==> config.mk <==
export PLATFORM = sky130hd
export DESIGN_NAME = target_rxtx_arbiter
export DESIGN_NICKNAME = d
export VERILOG_FILES = /design/src/rtl/target_rxtx_arbiter.sv
export SDC_FILE = /design/constraint.sdc
export NUM_CORES = 1
export LEC_CHECK = 0
export ABC_AREA = 1
export ABC_CLOCK_PERIOD_IN_PS = 2700
export CORE_MARGIN = 4
export CORE_UTILIZATION = 60
export DETAILED_ROUTE_END_ITERATION = 16
export DONT_BUFFER_PORTS = 1
export PLACE_DENSITY = 0.76
export RECOVER_POWER = 50
export SYNTH_ARGS = -nofsm -noshare
export SYNTH_HDL_FRONTEND = slang
export SYNTH_SLANG_ARGS = --single-unit
==> constraint.sdc <==
create_clock -name i_sys_clk -period 2.7 [get_ports i_sys_clk]
set_input_delay 0.54 -clock i_sys_clk [delete_from_list [all_inputs] [get_ports i_sys_clk]]
set_output_delay 0.54 -clock i_sys_clk [all_outputs]
set_load 0.03 [all_outputs]
==> src/rtl/target_rxtx_arbiter.sv <==
// Round-robin arbiter sharing the target's SDA RX/TX datapath among engine, DDR-NT and CCC.
// One grant at a time, with a watchdog and EXIT/RESTART abort.
module target_rxtx_arbiter #(
  parameter int TMO_W   = 8,
  parameter int TMO_CYC = 200
) (
  input  logic        i_sys_clk,
  input  logic        i_sys_rst,
  input  logic [2:0]  i_req,
  input  logic [2:0]  i_req_dir,
  input  logic [11:0] i_req_mode,
  input  logic        i_rx_done,
  input  logic        i_tx_done,
  input  logic        i_exitdet_EXIT,
  input  logic        i_rstdet_RESTART,
  output logic [2:0]  o_gnt,
  output logic [2:0]  o_done,
  output logic        o_rx_en,
  output logic [3:0]  o_rx_mode,
  output logic        o_tx_en,
  output logic [3:0]  o_tx_mode,
  output logic [1:0]  o_muxes,
  output logic        o_timeout
);

  typedef enum logic [1:0] {S_IDLE, S_BUSY, S_RELEASE} state_e;

  localparam logic [TMO_W-1:0] TMO_LAST = TMO_W'(TMO_CYC - 1);

  state_e           state_q;
  logic [1:0]       rr_ptr_q;
  logic [1:0]       idx_q;
  logic             dir_q;
  logic [TMO_W-1:0] cnt_q;
  logic [2:0]       gnt_q;
  logic [2:0]       done_q;
  logic             rx_en_q;
  logic [3:0]       rx_mode_q;
  logic             tx_en_q;
  logic [3:0]       tx_mode_q;
  logic [1:0]       muxes_q;
  logic             timeout_q;

  logic [1:0] win_idx;
  logic       win_dir;
  logic [3:0] win_mode;
  logic       act_done;
  logic       req_held;

  function automatic logic [1:0] next_idx(input logic [1:0] p);
    return (p == 2'd2) ? 2'd0 : p + 2'd1;
  endfunction

  // First pending requester starting at the round-robin pointer.
  function automatic logic [1:0] pick_winner(input logic [2:0] req, input logic [1:0] ptr);
    logic [1:0] c;
    logic [1:0] w;
    logic       found;
    c     = ptr;
    w     = 2'd0;
    found = 1'b0;
    for (int k = 0; k < 3; k++) begin
      if (!found && req[c]) begin
        w     = c;
        found = 1'b1;
      end
      c = next_idx(c);
    end
    return w;
  endfunction

  assign win_idx  = pick_winner(i_req, rr_ptr_q);
  assign win_dir  = i_req_dir[win_idx];
  assign win_mode = i_req_mode[{win_idx, 2'b00} +: 4];
  assign act_done = dir_q ? i_tx_done : i_rx_done;
  assign req_held = i_req[idx_q];

  always_ff @(posedge i_sys_clk) begin
    if (i_sys_rst) begin
      state_q   <= S_IDLE;
      rr_ptr_q  <= 2'd0;
      cnt_q     <= '0;
      gnt_q     <= '0;
      done_q    <= '0;
      rx_en_q   <= 1'b0;
      rx_mode_q <= '0;
      tx_en_q   <= 1'b0;
      tx_mode_q <= '0;
      muxes_q   <= '0;
      timeout_q <= 1'b0;
    end else begin
      done_q    <= '0;
      timeout_q <= 1'b0;
      if (i_exitdet_EXIT || i_rstdet_RESTART) begin
        state_q   <= S_IDLE;
        cnt_q     <= '0;
        gnt_q     <= '0;
        rx_en_q   <= 1'b0;
        rx_mode_q <= '0;
        tx_en_q   <= 1'b0;
        tx_mode_q <= '0;
        muxes_q   <= '0;
      end else begin
        case (state_q)
          S_IDLE: begin
            if (|i_req) begin
              state_q   <= S_BUSY;
              cnt_q     <= '0;
              idx_q     <= win_idx;
              dir_q     <= win_dir;
              gnt_q     <= 3'b001 << win_idx;
              muxes_q   <= win_idx;
              rx_en_q   <= ~win_dir;
              rx_mode_q <= win_dir ? 4'd0 : win_mode;
              tx_en_q   <= win_dir;
              tx_mode_q <= win_dir ? win_mode : 4'd0;
            end
          end
          S_BUSY: begin
            cnt_q <= cnt_q + TMO_W'(1);
            // Done beats requester drop, which beats the watchdog.
            if (act_done || !req_held || (cnt_q == TMO_LAST)) begin
              state_q   <= S_RELEASE;
              rr_ptr_q  <= next_idx(idx_q);
              gnt_q     <= '0;
              rx_en_q   <= 1'b0;
              rx_mode_q <= '0;
              tx_en_q   <= 1'b0;
              tx_mode_q <= '0;
              muxes_q   <= '0;
              if (act_done) begin
                done_q <= 3'b001 << idx_q;
              end else if (req_held) begin
                timeout_q <= 1'b1;
              end
            end
          end
          S_RELEASE: begin
            cnt_q   <= '0;
            state_q <= S_IDLE;
          end
          default: state_q <= S_IDLE;
        endcase
      end
    end
  end

  assign o_gnt     = gnt_q;
  assign o_done    = done_q;
  assign o_rx_en   = rx_en_q;
  assign o_rx_mode = rx_mode_q;
  assign o_tx_en   = tx_en_q;
  assign o_tx_mode = tx_mode_q;
  assign o_muxes   = muxes_q;
  assign o_timeout = timeout_q;

endmodule

* Yosys cells after proc, flatten, opt, wreduce, memory -nomap -nowiden *
Cells that the tools add are included.

storage, ports and cells
  word-level logic and storage cells = 102
  bits in registers = 34
  input port bits = 24
  output and inout port bits = 19

cells by class
  $lt $le $gt $ge = 5
  bitwise gates (word level) = 6
  shift operators = 3
  eq/ne operators = 8
  add/subtract/negate cells = 4
  muxes and demuxes = 43
  reduce and logical (&&, ||, !) cells = 20

operators with widths
  cell                                                                  number
  8-bit case mux with 3 select lines                                    1
  2-bit 2-to-1 mux                                                      10
  4-bit 2-to-1 mux                                                      5
  4-bit case mux with 2 select lines                                    2
  2-bit by 3-bit < comparator with 1-bit output, second input constant  5
  1-bit 2-to-1 mux                                                      12
  12-bit by 5-bit indexed part select with 4-bit output                 1
  1-bit binary-select mux with 2-bit select                             5
  5-bit OR reduction                                                    2
  8-bit by 1-bit adder with 8-bit output, second input constant         1
  2-bit equality test, second input constant                            4
  8-bit equality test, second input constant                            1
  8-bit 2-to-1 mux                                                      1
  2-bit case mux with 2 select lines                                    2
  2-bit by 1-bit adder with 2-bit output, second input constant         3
  3-bit 2-to-1 mux                                                      2
  1-bit inverter                                                        6
  3-bit case mux with 2 select lines                                    1
  3-bit AND reduction                                                   2
  1-bit by 2-bit left shift with 3-bit output, first input constant     2
  2-bit inequality test, second input constant                          2
  1-bit case mux with 2 select lines                                    2
  2-bit AND reduction                                                   2
  4-bit AND reduction                                                   1
  9 further kinds                                                       14

* Longest topological paths before layout *
  word-level depth = 14
  mapped depth = 14
  gate-level depth less buffers = 13

* Least setup slack after synthesis *
Ideal clock, no wire load.

  path kind = in2reg
  start = in i_rstdet_RESTART
  end = reg gnt_q[0], in the netlist o_gnt[0]
  stages = 7
  setup slack = 0.959 ns
  required time = 2.613 ns
  arrival = 1.654 ns
  path buffers = 0
  setup time = 0.087 ns
  cells stage by stage = nor2_1 inv_1 nor2_2 clkinv_1 nor2_1 inv_1 o31ai_1

between the ends
  longest elaborated chain between the ends = 2

ends and longest elaborated chain
  what                          RTL line  RTL
  start, declared               15        input logic i_rstdet_RESTART,
  1-bit logical OR              94        if (i_exitdet_EXIT || i_rstdet_RESTART) begin
  2-bit OR reduction (no line)  n/a
  end signal, assigned          111       gnt_q <= 3'b001 << win_idx;
  end, declared                 35        logic [2:0] gnt_q;

Every way passes these cells.
A chain may end at the register's enable or synchronous reset.

* Worst setup path after layout *
  start = reg cnt_q[0]
  end = reg muxes_q[0], in the netlist o_muxes[0]

between the ends
  longest elaborated chain between the ends = 4

ends and longest elaborated chain
  what                             RTL line  RTL
  start, declared                  34        logic [TMO_W-1:0] cnt_q;
  start signal, assigned           120       cnt_q <= cnt_q + TMO_W'(1);
  8-bit equality test              122       if (act_done || !req_held || (cnt_q == TMO_LAST)) begin
  1-bit logical OR                 122
  2-bit inequality test (no line)  n/a
  3-bit AND reduction (no line)    n/a
  end signal, assigned             112       muxes_q <= win_idx;
  end, declared                    41        logic [1:0] muxes_q;

Every way passes these cells.

==> run_results.csv <==
group,metric,value,unit
final_layout,multi_input_area,850,um2
synthesis,async_flop_share,0,
placement,gp_congestion,0.882,
routing,vias_per_cell,5.41,
clock_network,cts_resized,0,
synthesis,syn-cell-area,1750,um2
timing,whs,0.383,ns
power,p_int,747,uW
synthesis,ys_seq_area_frac,0.407,
setup_path,worstSetupStartpoint,"cnt_q[0]",
setup_path,timing.rr.start,"cnt_q[0]",
job,drv_cap,0,
clock_network,hold_buffers,0,
grt,grt_pass1_wl,5.95,mm
routing,drc_errors,0,
power,vdd_ir_drop_max,0.817,mV
power,pwr-share-seq,0.528,
clock_network,clk_pin_slew_worst_paths,0.10,ns
timing,hold_viol_final,0,
setup_path,cp_max_fo,9,
final_layout,n_antenna_cell,0,
grt,grt_max_degree,16,
timing,relSlewSlack,0.569,
clock_network,cts_buffer_depth,2,
timing,rsz0062_at_grt,"false",
power,power_frac_clock,0.354,
timing,tightest_slew,0.647,ns
grt,grt_overflow,0,
clock_network,cts_setup_buffers,0,
setup_path,cp.arrival,2.20,ns
setup_path,start_kind,"register",
synthesis,synth_area_per_cell,6.94,um2
synthesis,synth.distinct_cells,30,
final_layout,fill_cells,265,
floorplan,start_util,0.628,
power,p_sw,271,uW
floorplan,die_h,62.0,um
placement,hpwl,2.71,mm
setup_path,critPathCaptureType,"register",
floorplan,ioPinCount,43,
timing,maxClockFrequency,0.502,GHz
synthesis,synth_edf_count,3,
routing,wl_per_cell,12.0,um
synthesis,yosys_most_used_dff,"dfxtp_1",
final_layout,layout-drive-gt1-share,0.0808,
grt,antenna_found_initial,0,
placement,dp_slack,0.749,ns
floorplan,coreArea,2780,um2
routing,drtIter0Drc,108,
timing,fin_crit_sh,0.738,
final_layout,ff_latch_area,711,um2
power,swShare,0.266,
timing,skew,0.00841,ns
placement,dp.cells,283,
final_layout,area_delta_synth_final,6.23,%
clock_network,root_buffer,"clkbuf_4",
routing,ant_nets,0,
synthesis,ys_warn_count,0,
timing,setup_violations,0,
routing,vias,1573,
grt,grt_usage,0.209,
timing,layout_setup_ws,0.707,ns
power,p_leak,0.000805,uW
setup_path,critPathRequiredTime,2.91,ns
synthesis,synth.net_count,277,
synthesis,ys_seq_elements,34,
final_layout,final_nets,284,
clock_network,cts_sinks,34,
min_path,hp-class,"in -> reg",
power,power.density,548,nW/um2
power,comb_power_share,0.118,
timing,period_minus_slack,1.99,ns
clock_network,clock_latency,0.34,ns
floorplan,dieArea,3840,um2
floorplan,die_x,62.0,um
timing,final-max-slew-violation-count,0,
setup_path,critPathKind,"reg -> reg",
status,outcome,"finished, final reports clean",
clock_network,ctsHtreeMaxLevel,2,
final_layout,finalNonFillerCells,291,
placement,portBuffers,0,
min_path,hold_start,"i_sys_rst",
clock_network,cts_tree,"yes",
timing,setup_tns,0,ns
synthesis,synth_cells,252,
grt,first_global_vias,1416,
clock_network,numCtsBuffers,5,
final_layout,fin_util,0.668,
routing,wirelength,3.50,mm
floorplan,num_rows,19,
routing,drtPass1Iterations,4,
-- cell type report --
cell class | count | area share
Clock buffer | 5 | 0.0202
Clock inverter | 3 | 0.0216
Inverter | 46 | 0.0930
Multi-Input combinational cell | 170 | 0.458
Sequential cell | 34 | 0.383
Tap cell | 31 | 0.0209
Timing Repair Buffer | 2 | 0.00404
-- through the flow --
stage	power, uW	area [um2]
after global placement	669	1790
after floorplan	647	1750
after detailed placement	670	1790
final	1020	1860
after global routing	1070	1860
after CTS	1030	1860
-- power by group through the flow --
stage	logic (uW)	registers (uW)	clock network, uW
finish	120	537	361
CTS	122	537	369
global placement	121	549	0
detailed placement	121	549	0
global route	141	539	388
floorplan	100	547	0
-- cell usage after synthesis (3+ instances only) --
cell type	instances	area, um2
inv_2	3	11.3
o21ai_1	7	35.0
inv_1	41	154
nand3_4	3	52.6
nand2_1	49	184
dfxtp_1	31	621
a21oi_1	12	60.1
edfxtp_1	3	90.1
nor2_2	3	18.8
nand4_1	8	50.1
nand3_2	3	30.0
nor2_1	46	173
o21ai_0	7	35.0
nand3_1	16	80.1
-- registers in the layout, indices dropped and copies added (netlist names) --
name,count
cnt_q,8
dir_q,1
idx_q,2
o_done,3
o_gnt,3
o_muxes,2
o_rx_en,1
o_rx_mode,4
o_timeout,1
o_tx_en,1
o_tx_mode,4
rr_ptr_q,2
state_q,2
-- cell usage in the layout, fill, tap and decap left out, drive strengths merged, types with 4 or more instances in the layout --
cell    Yosys  routed
nand2      49      49
nor2       49      49
inv        44      44
dfxtp      31      31
nand3      22      22
o21ai      14      14
a21oi      12      12
nand4       8       8
clkbuf      1       7
clkinv      2       4
-- critical path, stage by stage, from the launching register on --
cell,delay [ns]
dfxtp_1,0.39
ha_1,0.19
nand2_1,0.10
nor3_1,0.14
nand4_1,0.10
nand3_1,0.12
nand2_1,0.10
nand2_1,0.25
clkinv_1,0.27
nand2_1,0.13
a21oi_1,0.07
-- kinds of logic after synthesis --
family,after synthesis,share of synthesized area
simple gates,131,0.347
compound gates,38,0.132
fa+ha+maj,1,0.00716
buf+inv,48,0.107
flops,34,0.407
-- layer usage --
metal | GRT usage | wire, um
met5 | 0 | 0
met4 | 0.0788 | 65
met3 | 0.0682 | 212
met2 | 0.320 | 1640
met1 | 0.274 | 1570
-- worst paths after layout --
| check | end | slack, ns | cells after the start |
|---|---|---|---|
| worst max-delay path | o_muxes[0] | 0.71 | 10 |
| worst min-delay path | rr_ptr_q[1] | 0.38 | 3 |
| worst max register to register | o_muxes[0] | 0.71 | 10 |
| worst min register to register | cnt_q[7] | 0.51 | 2 |
(Power assumes the default switching activity.)
